$ cat config.mk
export PLATFORM = sky130hd
export DESIGN_NAME = intersection_scheduler
export DESIGN_NICKNAME = d
export VERILOG_FILES = /design/src/rtl/trafficlight_pkg.sv /design/src/rtl/tick_prescaler.sv /design/src/rtl/intersection_scheduler.sv
export SDC_FILE = /design/constraint.sdc
export NUM_CORES = 1
export LEC_CHECK = 0
export ABC_AREA = 1
export CORE_UTILIZATION = 57
export CTS_CLUSTER_SIZE = 30
export DETAILED_ROUTE_END_ITERATION = 12
export PLACE_DENSITY = 0.87
export SETUP_SLACK_MARGIN = 0.5
export SYNTH_ARGS = -nofsm -noshare
export SYNTH_HDL_FRONTEND = slang
export SYNTH_SLANG_ARGS = --single-unit
$ cat constraint.sdc
create_clock -name clk -period 3.5 [get_ports clk]
set_input_delay 0.7 -clock clk [delete_from_list [all_inputs] [get_ports clk]]
set_output_delay 0.7 -clock clk [all_outputs]
set_load 0.01 [all_outputs]
$ cat src/rtl/trafficlight_pkg.sv
// Shared types and lamp encodings for the two-approach intersection scheduler.
// The PED_WALK state exists only when PED_REQ_EN is defined.
package trafficlight_pkg;

  typedef enum logic [2:0] {
    INIT_RED = 3'd0,
    A_GREEN  = 3'd1,
    A_YELLOW = 3'd2,
    RED_AB   = 3'd3,
    B_GREEN  = 3'd4,
    B_YELLOW = 3'd5,
    RED_BA   = 3'd6
`ifdef PED_REQ_EN
    ,
    PED_WALK = 3'd7
`endif
  } state_t;

  localparam logic [2:0] LAMP_RED = 3'b100;
  localparam logic [2:0] LAMP_YEL = 3'b010;
  localparam logic [2:0] LAMP_GRN = 3'b001;

  function automatic logic [2:0] lamp_a(input state_t s);
    case (s)
      A_GREEN:  lamp_a = LAMP_GRN;
      A_YELLOW: lamp_a = LAMP_YEL;
      default:  lamp_a = LAMP_RED;
    endcase
  endfunction

  function automatic logic [2:0] lamp_b(input state_t s);
    case (s)
      B_GREEN:  lamp_b = LAMP_GRN;
      B_YELLOW: lamp_b = LAMP_YEL;
      default:  lamp_b = LAMP_RED;
    endcase
  endfunction

endpackage

$ cat src/rtl/tick_prescaler.sv
// Divides clk into a one-cycle timing tick every TICK_DIV cycles.
module tick_prescaler #(
  parameter int unsigned TICK_DIV = 1
) (
  input  logic clk,
  input  logic reset,
  output logic tick
);

  localparam int unsigned CW = (TICK_DIV > 1) ? $clog2(TICK_DIV) : 1;
  localparam logic [CW-1:0] LAST = CW'(TICK_DIV - 1);

  logic [CW-1:0] cnt;

  always_ff @(posedge clk or posedge reset) begin
    if (reset) begin
      cnt <= '0;
    end else if (cnt == LAST) begin
      cnt <= '0;
    end else begin
      cnt <= cnt + 1'b1;
    end
  end

  assign tick = (cnt == LAST);

endmodule

$ cat src/rtl/intersection_scheduler.sv
// Demand-driven two-approach traffic light sequencer with min/max green, yellow and all-red timing.
// Optional pedestrian walk phase is enabled by defining PED_REQ_EN.
module intersection_scheduler
  import trafficlight_pkg::*;
#(
  parameter int unsigned TICK_DIV  = 1,
  parameter int unsigned MIN_GREEN = 4,
  parameter int unsigned MAX_GREEN = 10,
  parameter int unsigned YELLOW_T  = 2,
  parameter int unsigned ALLRED_T  = 1,
  parameter int unsigned WALK_T    = 6
) (
  input  logic       clk,
  input  logic       reset,
  input  logic       traffic_A,
  input  logic       traffic_B,
`ifdef PED_REQ_EN
  input  logic       ped_req,
  output logic       walk,
`endif
  output logic [2:0] light_A,
  output logic [2:0] light_B
);

  // Timer must reach the longest dwell plus one for the e = timer+1 compare.
  localparam int unsigned DUR_1 = (MAX_GREEN > YELLOW_T) ? MAX_GREEN : YELLOW_T;
  localparam int unsigned DUR_2 = (DUR_1 > ALLRED_T) ? DUR_1 : ALLRED_T;
  localparam int unsigned DUR_MAX = (DUR_2 > WALK_T) ? DUR_2 : WALK_T;
  localparam int unsigned TW = $clog2(DUR_MAX + 2);

  localparam logic [TW-1:0] T_MIN = TW'(MIN_GREEN);
  localparam logic [TW-1:0] T_MAX = TW'(MAX_GREEN);
  localparam logic [TW-1:0] T_YEL = TW'(YELLOW_T);
  localparam logic [TW-1:0] T_RED = TW'(ALLRED_T);
  localparam logic [TW-1:0] T_SAT = TW'(DUR_MAX);

  state_t        state, state_nxt;
  logic [TW-1:0] timer;
  logic [TW-1:0] e;
  logic          tick;
  logic          req_a, req_b;
  logic          ped_pend;

  tick_prescaler #(
    .TICK_DIV (TICK_DIV)
  ) u_prescaler (
    .clk   (clk),
    .reset (reset),
    .tick  (tick)
  );

  assign e = timer + 1'b1;

`ifdef PED_REQ_EN
  localparam logic [TW-1:0] T_WALK = TW'(WALK_T);
  logic walk_to_b;

  // Pedestrian flag is sticky until the walk phase starts; walk_to_b remembers which green follows.
  always_ff @(posedge clk or posedge reset) begin
    if (reset) begin
      ped_pend  <= 1'b0;
      walk_to_b <= 1'b0;
      walk      <= 1'b0;
    end else begin
      walk <= (state_nxt == PED_WALK);
      if (state_nxt == PED_WALK && state != PED_WALK) begin
        ped_pend  <= 1'b0;
        walk_to_b <= (state == A_YELLOW);
      end else if (ped_req) begin
        ped_pend <= 1'b1;
      end
    end
  end
`else
  assign ped_pend = 1'b0;
`endif

  always_comb begin
    state_nxt = state;
    if (tick) begin
      case (state)
        INIT_RED: if (e >= T_RED) state_nxt = A_GREEN;
        A_GREEN:
          if (e >= T_MIN && (req_b || ped_pend) && (!traffic_A || e >= T_MAX))
            state_nxt = A_YELLOW;
        A_YELLOW:
          if (e >= T_YEL) begin
`ifdef PED_REQ_EN
            state_nxt = ped_pend ? PED_WALK : RED_AB;
`else
            state_nxt = RED_AB;
`endif
          end
        RED_AB: if (e >= T_RED) state_nxt = B_GREEN;
        B_GREEN:
          if (e >= T_MIN && (req_a || ped_pend) && (!traffic_B || e >= T_MAX))
            state_nxt = B_YELLOW;
        B_YELLOW:
          if (e >= T_YEL) begin
`ifdef PED_REQ_EN
            state_nxt = ped_pend ? PED_WALK : RED_BA;
`else
            state_nxt = RED_BA;
`endif
          end
        RED_BA: if (e >= T_RED) state_nxt = A_GREEN;
`ifdef PED_REQ_EN
        PED_WALK: if (e >= T_WALK) state_nxt = walk_to_b ? RED_AB : RED_BA;
`endif
        default: state_nxt = INIT_RED;
      endcase
    end
  end

  always_ff @(posedge clk or posedge reset) begin
    if (reset) begin
      state   <= INIT_RED;
      light_A <= LAMP_RED;
      light_B <= LAMP_RED;
      timer   <= '0;
      req_a   <= 1'b0;
      req_b   <= 1'b0;
    end else begin
      state   <= state_nxt;
      light_A <= lamp_a(state_nxt);
      light_B <= lamp_b(state_nxt);

      if (state_nxt != state) begin
        timer <= '0;
      end else if (tick && timer < T_SAT) begin
        timer <= timer + 1'b1;
      end

      // Entry into the served green wins over a sensor still asserted that cycle.
      if (state_nxt == A_GREEN && state != A_GREEN) begin
        req_a <= 1'b0;
      end else if (traffic_A && state != A_GREEN) begin
        req_a <= 1'b1;
      end

      if (state_nxt == B_GREEN && state != B_GREEN) begin
        req_b <= 1'b0;
      end else if (traffic_B && state != B_GREEN) begin
        req_b <= 1'b1;
      end
    end
  end

endmodule
==> summary.txt <==
Placed design
  – IO buf count: 9
  – Dpl hpwl: 1450 microns
  – Placer Congestion: 0.863
  – Area after DPL: 992 sq um

Clock tree
  – Clk sinks: 15
  – H-tree depth reported by CTS: 1
  – Worst-Skew Late Latency: 0.28 ns
  – CTS tree: done
  – Worst-path clk slew: 0.09 ns
  – Cts bufs inserted: 3
  – Post-CTS Repair Setup Buffers: 0
  – Post_cts resized: 0
  – Max Root-Sink Buffers: 2
  – Clock root buffer: clkbuf_4
  – # hold bufs at CTS: 0

Worst setup path
  – Critical Path Stages: 1
  – Crit path DAT: 1.33 ns
  – CP required: 2.80 ns
  – CP delay by family, top: flip-flops
  – Reg2Reg Depth: 13
  – Worst-path cell chain: clkdlybuf4s50_1
  – Crit path buf inv count: 1
  – Setup CP Type: reg -> out
  – Crit path launch type: register
  – Max Fanout on Critical Path: 1
  – CP peak stage delay: 0.53 ns
  – Crit-path slowest cell: dfstp_2
  – Critical path endpoint category: output pin

Floorplan
  – Initial Util: 0.647
  – IO Count: 10
  – Die Height: 41.4 microns
  – Die ar.: 0.00171 sq mm
  – Row cnt: 13
  – Die X: 41.4 microns
  – Core area: 0.00137 sq mm

Power and ir drop
  – Power Total: 0.279 mW
  – VDD IR max: 0.220 mV
  – LEAKAGE: 0.603 nW
  – Power per cell area: 274 mW/mm^2

STA
  – Slew headroom: 0.626
  – Endpoints failing setup: 0
  – Max Transition Viols Final: 0
  – Tmin final: 2.03 ns
  – Tcrit/Tclk final: 0.580
  – Setup_tns: 0 ns
  – Endpoints failing hold: 0
  – Worst Skew: 0.00233 ns
  – Fmax: 492 MHz
  – RSZ-0062 raised after global routing: false
  – Worst-Margin Slew: 0.561 ns

Hold path
  – Min-delay worst type: reg -> reg
  – Hold Path Depth: 2

Synth
  – Synthesized area: 883 sq um
  – Post-Synth XOR/XNOR Area: 0.00992
  – Syn Nets: 127
  – Largest family of logic cells by synthesized area: simple AND/OR/NAND/NOR gates
  – Mean Syn Cell Area: 7.30 sq um
  – Register area share after synthesis: 0.428
  – Post-synthesis adder-cell area fraction: 0.0283
  – Yosys reg bits: 15
  – Post-synthesis mux area share: 0
  – Post-Synth Simple-Gate Area: 0.388
  – Cells after Synth: 121
  – Post-synthesis compound-gate area fraction: 0.0524
  – Yosys warnings: 0
  – Synth cell types: 19

Finish
  – Share of layout cells above drive strength 1: 0.164
  – Final #Nets: 141
  – Fillers: 105
  – Diodes inserted: 0
  – Sequential cell area: 378 sq um
  – Post-Layout Inst Area: 0.00102 sq mm
  – Synth-to-layout area growth: 15.3%
  – Multi-input gate area: 423 sq um
  – Final core utilization: 0.745

Global route
  – Grt total ovfl: 0
  – Total Routing Usage GR: 0.260
  – First-pass GRT wire length: 2820 microns
  – Largest net degree at the start of global routing: 16
  – Initial antenna violation count: 0
  – Number of global-route vias before repair: 733

Detailed routing
  – DR iter-0 viols: 17
  – Drt first pass iters: 4
  – Vias: 792
  – DRC Markers: 0
  – DRT Wirelength: 1810 microns
  – Antenna-violating nets left: 0
  – DR vias/cell: 5.32
  – Wire length per cell: 12.1 microns

Flow run
  – Max-Cap Viols: 0

Status
  – Status: complete, no violations
-- flip-flops by register name, summed over array words and instances (netlist names) --
register	cells
light_A	3
light_B	3
req_a	1
req_b	1
state	3
timer	4
-- per-stage QoR --
stage,setup slack [ns],cells,hold WS (ns)
6_report,1.47,149,0.527
5_1_grt,1.43,149,0.551
4_1_cts,1.47,149,0.529
3_5_place_dp,1.53,145,0.513
3_3_place_gp,1.57,145,0.496
2_1_floorplan,1.92,121,0.477
-- layer usage --
layer  global-route usage  part of all wire  vias up
li1                     -                 -      400
met1                0.328              0.48      372
met2                0.434              0.48       18
met3               0.0479             0.035        2
met4                0.113            0.0072        0
met5                    0                 0        -
-- synth_stat cells --
cell type / instances / area [sq um]
nor3_1: 3 / 15.0
ha_1: 2 / 25.0
nand2_1: 29 / 109
dfstp_2: 2 / 52.6
nand2_2: 10 / 62.6
o21ai_0: 2 / 10.0
nand3_2: 2 / 20.0
xor2_1: 1 / 8.76
nor2_4: 1 / 11.3
nor2_2: 3 / 18.8
a31oi_1: 1 / 6.26
o21ai_1: 1 / 5.00
inv_2: 1 / 3.75
inv_1: 21 / 78.8
dfrtp_1: 13 / 325
a21oi_1: 5 / 25.0
nand3_1: 7 / 35.0
nor2_1: 14 / 52.6
nand4_1: 3 / 18.8
-- cells by family after synthesis --
family	count (synthesis)
flops	15
buf+inv	22
compound gates	9
fa+ha+maj	2
xor+xnor	1
simple gates	72
-- cell type report --
type | count | area share
multi-input cells | 84 | 0.415
well taps | 15 | 0.0184
clock buffers | 4 | 0.0258
flip-flops and latches | 15 | 0.371
inverters | 22 | 0.0811
repair buffers | 9 | 0.0885
-- placed cells by master, fill, tap and decap left out, drive strengths merged --
cell type,instances
a21oi,5
a31oi,1
clkbuf,4
clkdlybuf4s50,9
dfrtp,13
dfstp,2
ha,2
inv,22
nand2,39
nand3,9
nand4,3
nor2,18
nor3,3
o21ai,3
xor2,1
-- where the power goes --
group          internal (mW)  total, mW         switching (mW)
combinational        0.00351    0.00857                0.00505
sequential             0.173      0.173  0.0000000000000000712
clock                 0.0442     0.0973                 0.0531
total                  0.221      0.279                 0.0581
-- path summary, 6_finish.rpt --
check	slack [ns]	to	from
max	1.47	light_B[2]	light_B[2]
min	0.53	req_a	req_a
max reg2reg	1.69	timer[0]	timer[0]
min reg2reg	0.53	req_a	req_a
max in group asynchronous	2.36	light_A[2]	reset
min in group asynchronous	0.77	timer[0]	reset
(Power assumes the default switching activity.)
